### src/rtl/stack_ram_arbiter.sv
// Two-port arbiter in front of the single-port stack/data RAM: port 0 = CPU core, port 1 = loader.
// Optional round-robin arbitration is enabled by defining RAM_ARB_RR_EN; the default is fixed priority.
module stack_ram_arbiter #(
    parameter int unsigned ADDR_W = 16,
    parameter int unsigned DATA_W = 16,
    parameter int unsigned RD_LAT = 2
) (
    input  logic              clock,
    input  logic              reset_n,
    input  logic              req0,
    input  logic              we0,
    input  logic [ADDR_W-1:0] addr0,
    input  logic [DATA_W-1:0] wdata0,
    input  logic              req1,
    input  logic              we1,
    input  logic [ADDR_W-1:0] addr1,
    input  logic [DATA_W-1:0] wdata1,
    output logic              gnt0,
    output logic              gnt1,
    output logic              rvalid0,
    output logic [DATA_W-1:0] rdata0,
    output logic              rvalid1,
    output logic [DATA_W-1:0] rdata1,
    output logic [ADDR_W-1:0] address_ram,
    output logic [DATA_W-1:0] data_ram,
    output logic              wren_ram,
    input  logic [DATA_W-1:0] q_ram,
    output logic [2:0]        rd_pending
);

    // One tag slot per cycle from accept until the RAM returns the data.
    localparam int unsigned PipeDepth = RD_LAT + 1;

    logic              accept;
    logic              rd_accept;
    logic              cmd_we;
    logic [ADDR_W-1:0] cmd_addr;
    logic [DATA_W-1:0] cmd_wdata;

    logic [PipeDepth-1:0] pipe_vld;
    logic [PipeDepth-1:0] pipe_tag;
    logic                 ret_vld;
    logic                 ret_tag;

`ifdef RAM_ARB_RR_EN
    // rr_ptr names the port that wins when both request.
    logic rr_ptr;

    always_comb begin
        gnt0 = 1'b0;
        gnt1 = 1'b0;
        if (req0 && req1) begin
            gnt0 = ~rr_ptr;
            gnt1 = rr_ptr;
        end else begin
            gnt0 = req0;
            gnt1 = req1;
        end
    end

    always_ff @(posedge clock or negedge reset_n) begin
        if (!reset_n) begin
            rr_ptr <= 1'b0;
        end else if (gnt0) begin
            rr_ptr <= 1'b1;
        end else if (gnt1) begin
            rr_ptr <= 1'b0;
        end
    end
`else
    assign gnt0 = req0;
    assign gnt1 = req1 & ~req0;
`endif

    always_comb begin
        cmd_we    = we0;
        cmd_addr  = addr0;
        cmd_wdata = wdata0;
        if (gnt1) begin
            cmd_we    = we1;
            cmd_addr  = addr1;
            cmd_wdata = wdata1;
        end
    end

    assign accept    = gnt0 | gnt1;
    assign rd_accept = accept & ~cmd_we;

    // RAM pins are registered; address and data hold their last value when idle.
    always_ff @(posedge clock or negedge reset_n) begin
        if (!reset_n) begin
            address_ram <= '0;
            data_ram    <= '0;
            wren_ram    <= 1'b0;
        end else begin
            wren_ram <= accept & cmd_we;
            if (accept) begin
                address_ram <= cmd_addr;
                data_ram    <= cmd_wdata;
            end
        end
    end

    always_ff @(posedge clock or negedge reset_n) begin
        if (!reset_n) begin
            pipe_vld <= '0;
            pipe_tag <= '0;
        end else begin
            pipe_vld <= {pipe_vld[PipeDepth-2:0], rd_accept};
            pipe_tag <= {pipe_tag[PipeDepth-2:0], gnt1};
        end
    end

    assign ret_vld = pipe_vld[PipeDepth-1];
    assign ret_tag = pipe_tag[PipeDepth-1];

    assign rvalid0 = ret_vld & ~ret_tag;
    assign rvalid1 = ret_vld & ret_tag;
    assign rdata0  = rvalid0 ? q_ram : '0;
    assign rdata1  = rvalid1 ? q_ram : '0;

    always_ff @(posedge clock or negedge reset_n) begin
        if (!reset_n) begin
            rd_pending <= 3'd0;
        end else begin
            case ({rd_accept, ret_vld})
                2'b10:   rd_pending <= rd_pending + 3'd1;
                2'b01:   rd_pending <= rd_pending - 3'd1;
                default: rd_pending <= rd_pending;
            endcase
        end
    end

endmodule
### config.mk
export PLATFORM = sky130hd
export DESIGN_NAME = stack_ram_arbiter
export DESIGN_NICKNAME = d
export VERILOG_FILES = /design/src/rtl/stack_ram_arbiter.sv
export SDC_FILE = /design/constraint.sdc
export NUM_CORES = 1
export LEC_CHECK = 0
export CAP_MARGIN = 5
export CORE_MARGIN = 5
export CORE_UTILIZATION = 37
export DETAILED_ROUTE_END_ITERATION = 8
export PLACE_DENSITY = 0.95
export RECOVER_POWER = 100
export SETUP_SLACK_MARGIN = 0.2
export SYNTH_ARGS = -nofsm -noshare
export SYNTH_HDL_FRONTEND = slang
export SYNTH_SLANG_ARGS = --single-unit
### constraint.sdc
create_clock -name clock -period 3.77 [get_ports clock]
set_clock_uncertainty 0.2 [all_clocks]
set_input_delay 0.377 -clock clock [delete_from_list [all_inputs] [get_ports clock]]
set_output_delay 0.377 -clock clock [all_outputs]
set_load 0.05 [all_outputs]
== Word-level counts from Yosys, hierarchy flattened ==
Index checks and enable logic that the tools add are counted.

* Register bits after elaboration: 42
* Bits in latches: 0
* Memories kept: 0
* RAM bits: 0
* Memory bits (read-only): 0
* Output and inout bits: 72

* Multiplexer cells: 6
* Reductions and logical operators: 1
* Shift-type cells: 0
* Bitwise gates (word level): 9
* $add $sub $neg: 2
* Order comparisons: 0
* Equality and inequality tests: 2
* Multiply operators: 0
* Div/mod/pow operators: 0

{| class="wikitable"
|+ Operators by type and width
! operator !! count
|-
| 16-bit two-way mux || 4
|-
| 3-bit case mux with 2 select lines || 1
|-
| 1-bit AND || 5
|-
| 3-bit by 1-bit adder with 3-bit output (second input constant) || 1
|-
| 1-bit inverter || 3
|-
| 3-bit by 1-bit subtractor with 3-bit output (second input constant) || 1
|-
| 2-bit by 1-bit == test with 1-bit output (second input constant) || 1
|-
| 2-bit == test (second input constant) || 1
|-
| 2-bit nonzero test || 1
|-
| 1-bit two-way mux || 1
|-
| 1-bit bitwise OR || 1
|}

== Logic depth before layout (Yosys ltp) ==
Gate-level depths: netlist (run 1).

* Depth after elaboration: 7
* Mapped depth: 9
* Depth with buffers taken out: 8

== Worst setup path after synthesis (run 1) ==
No wires, ideal clock.

* Path kind: input-to-reg
* Start point: in req0
* End point: reg rd_pending[2]
* Slack: 1.678 ns
* Path buffers: 1
* Stages: 9
* Arrival: 1.749 ns
* Path through: buf_4 -> inv_2 -> nand2_1 -> o22a_1 -> ha_1 -> fa_1 -> xnor2_1 -> nor2_1 -> xor2_1

* Longest elaborated chain between the ends: 7
* Elaborated cells between the ends (all ways): 10
* Classes of those cells: 2 x eq/ne; 2 x mux; 5 x bitwise; 1 x reduce/logical

{| class="wikitable"
|+ Ends and longest elaborated chain
! element !! RTL line !! text
|-
| start, declared || 10 || <nowiki>input logic req0,</nowiki>
|-
| 1-bit inverter || 72 || <nowiki>assign gnt1 = req1 & ~req0;</nowiki>
|-
| 1-bit AND || 72 ||
|-
| 1-bit two-way mux || 79 || <nowiki>if (gnt1) begin</nowiki>
|-
| 1-bit inverter || 87 || <nowiki>assign rd_accept = accept & ~cmd_we;</nowiki>
|-
| 1-bit AND * || 87 ||
|-
| 2-bit by 1-bit == test with 1-bit output / 2-bit == test (equally long branches) || 126 || <nowiki>case ({rd_accept, ret_vld})</nowiki>
|-
| 3-bit case mux with 2 select lines / 2-bit nonzero test (equally long branches) || -- ||
|-
| end signal, assigned || 127 || <nowiki>2'b10: rd_pending <= rd_pending + 3'd1;</nowiki>
|-
| end signal, assigned || 128 || <nowiki>2'b01: rd_pending <= rd_pending - 3'd1;</nowiki>
|-
| end signal, assigned || 129 || <nowiki>default: rd_pending <= rd_pending;</nowiki>
|-
| end, declared || 28 || <nowiki>output logic [2:0] rd_pending</nowiki>
|}

Mark *: on every way between the ends. The rest lies on a longest branch, timed or not.
A chain may end at the register's enable or synchronous reset.

== Final worst setup path (run 1) ==
* Start point: reg pipe_vld[2]
* End point: out rdata0[11]

* Longest elaborated chain between the ends: 2

{| class="wikitable"
|+ Ends and longest elaborated chain
! element !! RTL line !! text
|-
| start, declared || 40 || <nowiki>logic [PipeDepth-1:0] pipe_vld;</nowiki>
|-
| start signal, assigned || 109 || <nowiki>pipe_vld <= {pipe_vld[PipeDepth-2:0], rd_accept};</nowiki>
|-
| 1-bit AND || 117 || <nowiki>assign rvalid0 = ret_vld & ~ret_tag;</nowiki>
|-
| 16-bit two-way mux || 119 || <nowiki>assign rdata0 = rvalid0 ? q_ram : '0;</nowiki>
|-
| end, declared || 21 || <nowiki>output logic [DATA_W-1:0] rdata0,</nowiki>
|}

Every way passes these cells.

==> impl_metrics.toml, run 1 <==
[run_status]
status = "finished with violations"
violations = "max-capacitance violations, max-slew violations"

[yosys]
synth-xor-area-share = 0.0126
synth_area_um2 = 2090
yosys_warnings = 0
synth_cell_types = 21
syn_area_per_cell_um2 = 10.4
synth_seq_area_share = 0.504
synthMuxAreaShare = 0.159
syn-num-nets = 288
synth_compound_area_frac = 0.0882
yosys.area_share.adder = 0.0156
synth_simple_gate_area_frac = 0.167
synth_top_family_by_area = "simple AND/OR/NAND/NOR gates"
synth_cells = 200
ys_ff_latch = 42

[floorplan]
row_count = 27
die_h_um = 85.1
coreArea_um2 = 5510
initial_utilization = 0.379
io_pins = 158
die-area_um2 = 7240
dieWidth_um = 85.1

[hold_path]
worstHoldStart = "pipe_vld[0]"
whs_endpoint = "pipe_vld[1]"
holdPathStages = 0
hold_class = "flop to flop"

[timing]
min_period_over_period = 0.772
slew_headroom = -0.517
max_freq_mhz = 343
finalSetupViolCount = 0
worst_slew_pin_slew_ps = 2280
report.final.slew_viol_count = 109
min_period_ps = 2910
setup_tns_ps = 0
hold_viol = 0
grt_setup_unrepaired = "no"

[worst_setup_path]
rr_worst_depth = 5
arrival_ps = 2330
worst-setup-path-type = "flop to primary output"
cp-start-kind = "flop"
cp_data_required_time_ps = 3190
r2r_start = "pipe_vld[2]"
crit_path_end_kind = "primary output"
reg2reg_to = "rd_pending[2]"
worstPathMaxFanout = 19
reg2reg_setup_slack_ps = 1860

[power_and_ir_drop]
p_sw_frac = 0.382
power_frac_seq = 0.392
comb_power_share = 0.410
p_sw_uw = 527
p_leak_uw = 0.00178
peakVddDrop_v = 0.000192
power_density_nw_per_um2 = 372
p_clk_frac = 0.198
internal-power_uw = 853

[grt]
grt_max_degree = 66
grt_use_total = 0.178
grt_pass1_wl_um = 10300
grt_overflow = 0
antenna_found_initial = 0
grt_pass1_vias = 2058

[clock_network]
insertion_delay_ps = 280
hold_buffers = 0
root_buffer = "clkbuf_8"
cts_resized = 0
htreeDepth = 2
cts_tree = "yes"
cts_buffer_depth = 2
cts.clk_slew.worst_paths_ps = 70
clock_sinks = 42
cts_buffers = 5
post-cts-setup-buffers = 0

[detailed_routing]
drt_wl_total_um = 6580
detail_route.first_pass.iterations = 4
viasPerCell = 4.80
wl_per_cell_um = 15.6
drcViolationCount = 0
drtIter0Drc = 62
ant_nets = 0
num_vias = 2032

[final_layout]
drive_gt1_frac = 0.0313
final_core_util = 0.674
num-nets-final = 439
final_cells = 423
syn2layout_area_growth_pct = 78.0
diodes = 0

[placed_design]
gp_congestion = 0.895
portBuffers = 157
dp_cells = 416
dp_hpwl_um = 5260

[job]
drv_cap = 2
## state kept, by name (all words and copies together), names as in the netlist
register / flops
rd_pending: 3
pipe_vld: 3
data_ram: 16
wren_ram: 1
pipe_tag: 3
address_ram: 16
## stage by stage
stage / setup WS (ps) / hold slack (ps) / total power [uW] / area [um2]
after global routing: 699 / 167 / 1450 / 3710
after floorplan: 1680 / -119 / 900 / 2090
after detailed placement: 1240 / 136 / 1150 / 3640
after CTS: 918 / 61.7 / 1430 / 3720
after global placement: 1320 / 132 / 1140 / 3640
final: 859 / 149 / 1380 / 3710
## layout by cell type, fill, tap and decap left out, drive strengths merged
| cell | netlist | layout |
|---|---|---|
| inv | 2 | 2 |
| and3 | 16 | 16 |
| dlygate4sd3 | 0 | 73 |
| nand2 | 33 | 33 |
| fa | 1 | 1 |
| o22ai | 1 | 1 |
| and2 | 17 | 17 |
| clkbuf | 2 | 10 |
| buf | 13 | 2 |
| mux2 | 1 | 1 |
| clkdlybuf4s50 | 0 | 81 |
| xnor2 | 2 | 2 |
| a22o | 1 | 1 |
| ha | 1 | 1 |
| o21ai | 32 | 32 |
| xor2 | 1 | 1 |
| mux2i | 32 | 32 |
| nor2 | 1 | 1 |
| o22a | 1 | 1 |
| nor2b | 1 | 1 |
| dfrtp | 42 | 42 |
## power by group through the flow
stage	combinational (uW)	clock, uW	sequential, uW
finish	566	273	541
detailed placement	602	0	553
global route	601	301	551
global placement	589	0	549
floorplan	179	0	722
CTS	603	279	545
## final cells by class
class | instances | area, um2
repair buffers | 159 | 1570
flip-flops and latches | 42 | 1050
multi-input cells | 141 | 922
clock buffers | 7 | 76.3
fillers | 437 | 1790
well taps | 72 | 90.1
inverters | 2 | 7.51
## cells in the mapped netlist, drive strengths merged
| cell type | n | share of area |
|---|---|---|
| a22o | 1 | 0.0042 |
| mux2i | 32 | 0.15 |
| dfrtp | 42 | 0.50 |
| fa | 1 | 0.0096 |
| nand2 | 33 | 0.059 |
| buf | 13 | 0.047 |
| o22a | 1 | 0.0042 |
| ha | 1 | 0.0060 |
| xnor2 | 2 | 0.0084 |
| inv | 2 | 0.0036 |
| and3 | 16 | 0.048 |
| o22ai | 1 | 0.0030 |
| nor2b | 1 | 0.0066 |
| and2 | 17 | 0.051 |
| xor2 | 1 | 0.0042 |
| mux2 | 1 | 0.0054 |
| o21ai | 32 | 0.077 |
| nor2 | 1 | 0.0018 |
| clkbuf | 2 | 0.0036 |
## worst max-delay path, stage by stage, from the launching register on
cell           delay, ps
dfrtp_1              600
nor2b_4              390
and2_1               180
dlygate4sd3_1        870
## logic make-up (layout without fill, tap and decap cells)
logic type	after synthesis	count (layout)
fa+ha+maj	2	2
xor+xnor	3	3
compound gates	35	35
mux	33	33
simple gates	68	68
flops	42	42
buf+inv	17	168
## worst max-delay path by stage
stage	start	slack, ps	end
detailed placement	pipe_vld[2]	1240	rdata0[11]
global route	req0	700	data_ram[5]
finish	pipe_vld[2]	860	rdata0[11]
CTS	pipe_vld[2]	920	rdata0[11]
floorplan	req0	1680	rd_pending[2]
global placement	pipe_vld[2]	1320	rdata0[7]
## metal layers
metal / vias up / global-route usage / share of wire / wire (um)
li1: 982 / - / - / -
met1: 919 / 0.196 / 0.38 / 2480
met2: 120 / 0.308 / 0.48 / 3180
met3: 11 / 0.0835 / 0.12 / 807
met4: 0 / 0.0446 / 0.017 / 110
met5: - / 0 / 0 / 0
Note: power is estimated with default switching activity, not from simulation.
==> inputs of run 2 (changes only) <==
--- a/config.mk
+++ b/config.mk
@@ -7,9 +7,9 @@
 export LEC_CHECK = 0
 export CAP_MARGIN = 5
 export CORE_MARGIN = 5
-export CORE_UTILIZATION = 37
+export CORE_UTILIZATION = 34
 export DETAILED_ROUTE_END_ITERATION = 8
-export PLACE_DENSITY = 0.95
+export PLACE_DENSITY = 0.89
 export RECOVER_POWER = 100
 export SETUP_SLACK_MARGIN = 0.2
 export SYNTH_ARGS = -nofsm -noshare
==> constraint.sdc (replaced) <==
create_clock -name clock -period 2.8 [get_ports clock]
set_clock_uncertainty 0.2 [all_clocks]
set_input_delay 0.28 -clock clock [delete_from_list [all_inputs] [get_ports clock]]
set_output_delay 0.28 -clock clock [all_outputs]
set_load 0.05 [all_outputs]
==> run 2 against run 1 <==
Compared with the run above:
- the run now ends clean
- clock power increased by 73%
- worst hold slack got worse by 56 ps
- sequential share of layout area decreased by 0.18 points
- utilization decreased by 4.7 points
- cell count increased by 1.4%
- sequential power increased by 34%
- combinational power increased by 34%
- count of clock-buffer cells in the layout decreased by 2
- critical path type unchanged
- largest power group unchanged
==> impl_metrics.toml, run 2 (synthesized netlist as in run 1, its figures left out) <==
[timing]
setup_tns_ps = 0
timing.final.ws_setup_ps = 281
grt_setup_unrepaired = "no"
worst_slew_pin_slew_ps = 1060
min_period_over_period = 0.900
hold_viol = 0
whs_ps = 93.5
slew_headroom = 0.294
max_freq_mhz = 397
report.final.slew_viol_count = 0
min_period_ps = 2520
finalSetupViolCount = 0

[worst_setup_path]
r2r_start = "pipe_vld[2]"
cp_data_required_time_ps = 2320
worst-setup-path-type = "flop to primary output"
crit_path_end_kind = "primary output"
arrival_ps = 2040
cp-start-kind = "flop"
startpoint = "pipe_tag[2]"
worstPathMaxFanout = 18

[power_and_ir_drop]
internal-power_uw = 1230
power_frac_seq = 0.371
p_leak_uw = 0.00182
power_density_nw_per_um2 = 525
p_clk_frac = 0.241
p_sw_frac = 0.370
power_uw = 1960
peakVddDrop_v = 0.000305
p_sw_uw = 725
comb_power_share = 0.388

[floorplan]
coreArea_um2 = 5960
row_count = 28
initial_utilization = 0.350
io_pins = 158
dieWidth_um = 88.3
die_h_um = 88.3
die-area_um2 = 7800

[clock_network]
cts_buffer_depth = 2
cts_tree = "yes"
clock_sinks = 42
post-cts-setup-buffers = 0
cts.clk_slew.worst_paths_ps = 80
htreeDepth = 2
root_buffer = "clkbuf_8"
cts_buffers = 5
insertion_delay_ps = 280

[final_layout]
multiInputGateArea_um2 = 922
nFillCells = 518
final_cell_mix = "81 x clkdlybuf4s50_1, 56 x dlygate4sd3_1, 42 x dfrtp_1, 33 x nand2_1"
top_regs = "address_ram x16, data_ram x16"
seq_area_um2 = 1050
diodes = 0
syn2layout_area_growth_pct = 79.1
drive_gt1_frac = 0.0480
final_core_util = 0.627
layout_commonest_cell = "clkdlybuf4s50_1"
num-nets-final = 441

[grt]
use_met2 = 0.290
grt_pass1_wl_um = 10200
grt_util_met3 = 0.0661
grt_overflow = 0
grt_max_degree = 66
gr-max-usage-layer = "met2"
gr-usage-met1 = 0.182
grt_use_total = 0.167
grt_pass1_vias = 2229
antenna_found_initial = 0

[job]
drv_cap = 0

[hold_path]
worstHoldStart = "req1"
hold_class = "input pin to flop"

[detailed_routing]
wl_per_cell_um = 15.1
drt_wl_total_um = 6480
detail_route.first_pass.iterations = 4
num_vias = 2055
ant_nets = 0
drcViolationCount = 0
viasPerCell = 4.79
drtIter0Drc = 68

[placed_design]
portBuffers = 157
dp_slack_ps = 471
gp_congestion = 0.748
dp_hpwl_um = 5180

[run_status]
status = "finished clean"
## run 2: per-layer routing
metal | up-vias | part of all wire
li1 | 989 | -
met1 | 941 | 0.36
met2 | 112 | 0.49
met3 | 13 | 0.13
met4 | 0 | 0.023
met5 | - | 0
## run 2: worst paths after layout
path	endpoint	slack, ps	cells after the start
setup / recovery	rdata1[13]	280	2
hold / removal	pipe_tag[0]	90	3
setup reg to reg	rd_pending[2]	960	6
hold reg to reg	pipe_vld[1]	150	0
max in group asynchronous	pipe_vld[1]	1260	2
min in group asynchronous	address_ram[8]	500	2
## run 2: power groups by stage
| stage | combinational [uW] | sequential, uW | clock (uW) |
|---|---|---|---|
| global placement | 798 | 739 | 0 |
| CTS | 808 | 732 | 488 |
| detailed placement | 814 | 743 | 0 |
| floorplan | 240 | 972 | 0 |
| finish | 760 | 727 | 472 |
| global route | 808 | 740 | 512 |
## run 2: layout make-up
type / instances / area share
tap: 75 / 0.0251
multi-input combinational: 141 / 0.247
sequential: 42 / 0.281
clock buffer: 5 / 0.0184
inverter: 2 / 0.00201
timing repair buffer: 161 / 0.416
clock inverter: 3 / 0.0107
## run 2: repair_timing
action | in CTS | in global routing
hold endpoints to repair | 42 | 0
resized for setup | 16 | 1
endpoints found under the setup margin | 16 | 1
hold buffers | 1 | 0
## run 2: metrics by stage
step                area (um2)  std cells
CTS                       3750        429
finish                    3740        429
global route              3740        429
detailed placement        3650        420
global placement          3650        420
floorplan                 2090        200
## run 2: worst max-delay path, stage by stage (launching register included)
cell           delay (ps)
dfrtp_1               620
and3_1                250
dlygate4sd3_1         880
==> inputs of run 3 (changes only) <==
--- a/config.mk
+++ b/config.mk
@@ -7,9 +7,9 @@
 export LEC_CHECK = 0
 export CAP_MARGIN = 5
 export CORE_MARGIN = 5
-export CORE_UTILIZATION = 34
+export CORE_UTILIZATION = 31
 export DETAILED_ROUTE_END_ITERATION = 8
-export PLACE_DENSITY = 0.89
+export PLACE_DENSITY = 0.86
 export RECOVER_POWER = 100
 export SETUP_SLACK_MARGIN = 0.2
 export SYNTH_ARGS = -nofsm -noshare
==> constraint.sdc (replaced) <==
create_clock -name clock -period 2.2 [get_ports clock]
set_clock_uncertainty 0.2 [all_clocks]
set_input_delay 0.22 -clock clock [delete_from_list [all_inputs] [get_ports clock]]
set_output_delay 0.22 -clock clock [all_outputs]
set_load 0.05 [all_outputs]
==> run 3 against run 2 <==
Compared with the run above:
- critical path depth rose by 5
- cell area rose by 3.7%
- die area rose by 8.6%
- worst hold slack got worse by 35 ps
- routed wire length rose by 7.3%
- sequential power rose by 28%
- non-clock buffer count rose by 3
- flip-flop and latch count did not move
- cell count rose by 1.6%
- highest routed layer unchanged
- critical endpoint is now rd_pending[2]
- count of clock-buffer cells in the layout rose by 2
- power rose by 26%
==> impl_metrics.toml, run 3 (synthesized netlist as in run 1, its figures left out) <==
[detailed_routing]
num_vias = 2064
wl_per_cell_um = 15.9
detail_route.first_pass.iterations = 6
viasPerCell = 4.73
drcViolationCount = 0
ant_nets = 0
drtIter0Drc = 76
drt_wl_total_um = 6950

[final_layout]
top_regs = "address_ram x16, data_ram x16"
final_cell_mix = "81 x clkdlybuf4s50_1, 42 x dfrtp_1, 37 x dlygate4sd3_1, 33 x nand2_1, 32 x mux2i_1"
final_area_um2 = 3870
drive_gt1_frac = 0.153
syn2layout_area_growth_pct = 85.7
nFillCells = 584
layout_commonest_cell = "clkdlybuf4s50_1"
num-nets-final = 446
final_cells = 436
diodes = 0

[floorplan]
io_pins = 158
dieWidth_um = 92.0
coreArea_um2 = 6460
initial_utilization = 0.323
die_h_um = 92.0
row_count = 29
die-area_um2 = 8470

[timing]
report.final.slew_viol_count = 0
finalSetupViolCount = 0
min_period_ps = 2010
setup_tns_ps = 0
timing.final.ws_setup_ps = 186
max_freq_mhz = 496
slew_headroom = 0.262
grt_setup_unrepaired = "yes"
whs_ps = 58.5
worst_slew_pin_slew_ps = 1110
min_period_over_period = 0.916
hold_viol = 0

[clock_network]
root_buffer = "clkbuf_8"
cts_tree = "yes"
cts_buffer_depth = 2
cts.clk_slew.worst_paths_ps = 70
cts_buffers = 5
clock_sinks = 42
htreeDepth = 2
insertion_delay_ps = 280

[power_and_ir_drop]
p_leak_uw = 0.00182
peakVddDrop_v = 0.000383
power_density_nw_per_um2 = 637

[worst_setup_path]
crit_path_end_kind = "flop"
worstPathMaxFanout = 2
cp_data_required_time_ps = 2170
arrival_ps = 1980
cp-start-kind = "input pin"
worst-setup-path-type = "input pin to flop"

[grt]
grt_max_degree = 67
grt_pass1_vias = 2175
grt_overflow = 0
antenna_found_initial = 0
grt_use_total = 0.158
grt_pass1_wl_um = 10700

[placed_design]
gp_congestion = 0.746
portBuffers = 157
dp_hpwl_um = 5580
dp_cells = 424
place_area_um2 = 3830
dp_slack_ps = 15.2

[job]
drv_cap = 0

[hold_path]
hold_class = "input pin to flop"

[run_status]
status = "finished clean"
run 3: report_power, final:
part / switching [uW] / internal [uW]
clock network: 254 / 253
registers: 64.1 / 864
logic: 614 / 417
total: 932 / 1530
run 3: metrics by stage:
stage	util	total power, uW
2_1_floorplan	-	1540
3_3_place_gp	0.593	2010
3_5_place_dp	0.593	2040
4_1_cts	0.611	2560
5_1_grt	0.600	2580
6_report	0.600	2470
run 3: routing by layer:
metal | wire [um] | global-route usage | vias to the layer above
li1 | - | - | 997
met1 | 2770 | 0.166 | 958
met2 | 3600 | 0.306 | 105
met3 | 541 | 0.0475 | 4
met4 | 34 | 0.0347 | 0
met5 | 0 | 0 | -
run 3: area by class of cell:
cell class,instances,area (um2),area share
sequential,42,1050,0.271
inverter,2,7.51,0.00194
clock buffer,7,86.3,0.0223
tap,77,96.3,0.0249
clock inverter,1,5.00,0.00129
timing repair buffer,164,1690,0.436
multi-input combinational,143,937,0.242
run 3: path summary, 6_finish.rpt:
kind,startpoint,endpoint,slack [ps],depth (start not counted)
min reg2reg,pipe_tag[0],pipe_tag[1],150,0
min in group asynchronous,reset_n,address_ram[11],440,2
max in group asynchronous,reset_n,rd_pending[1],710,2
max reg2reg,pipe_vld[2],rd_pending[2],500,5
max,we0,rd_pending[2],190,7
min,req0,pipe_vld[0],60,3
run 3: worst max-delay path, cell delays in order:
cell           delay [ps]
dlygate4sd3_1         550
o22a_1                210
ha_1                  240
fa_1                  390
xnor2_1               160
nor2_1                 70
xor2_1                140
run 3: what timing repair did:
item,in CTS,in global routing
gates cloned,1,1
resized for setup,0,2
hold endpoints to repair,42,0
hold buffers,1,0
buffers inserted,1,0
endpoints found under the setup margin,16,12
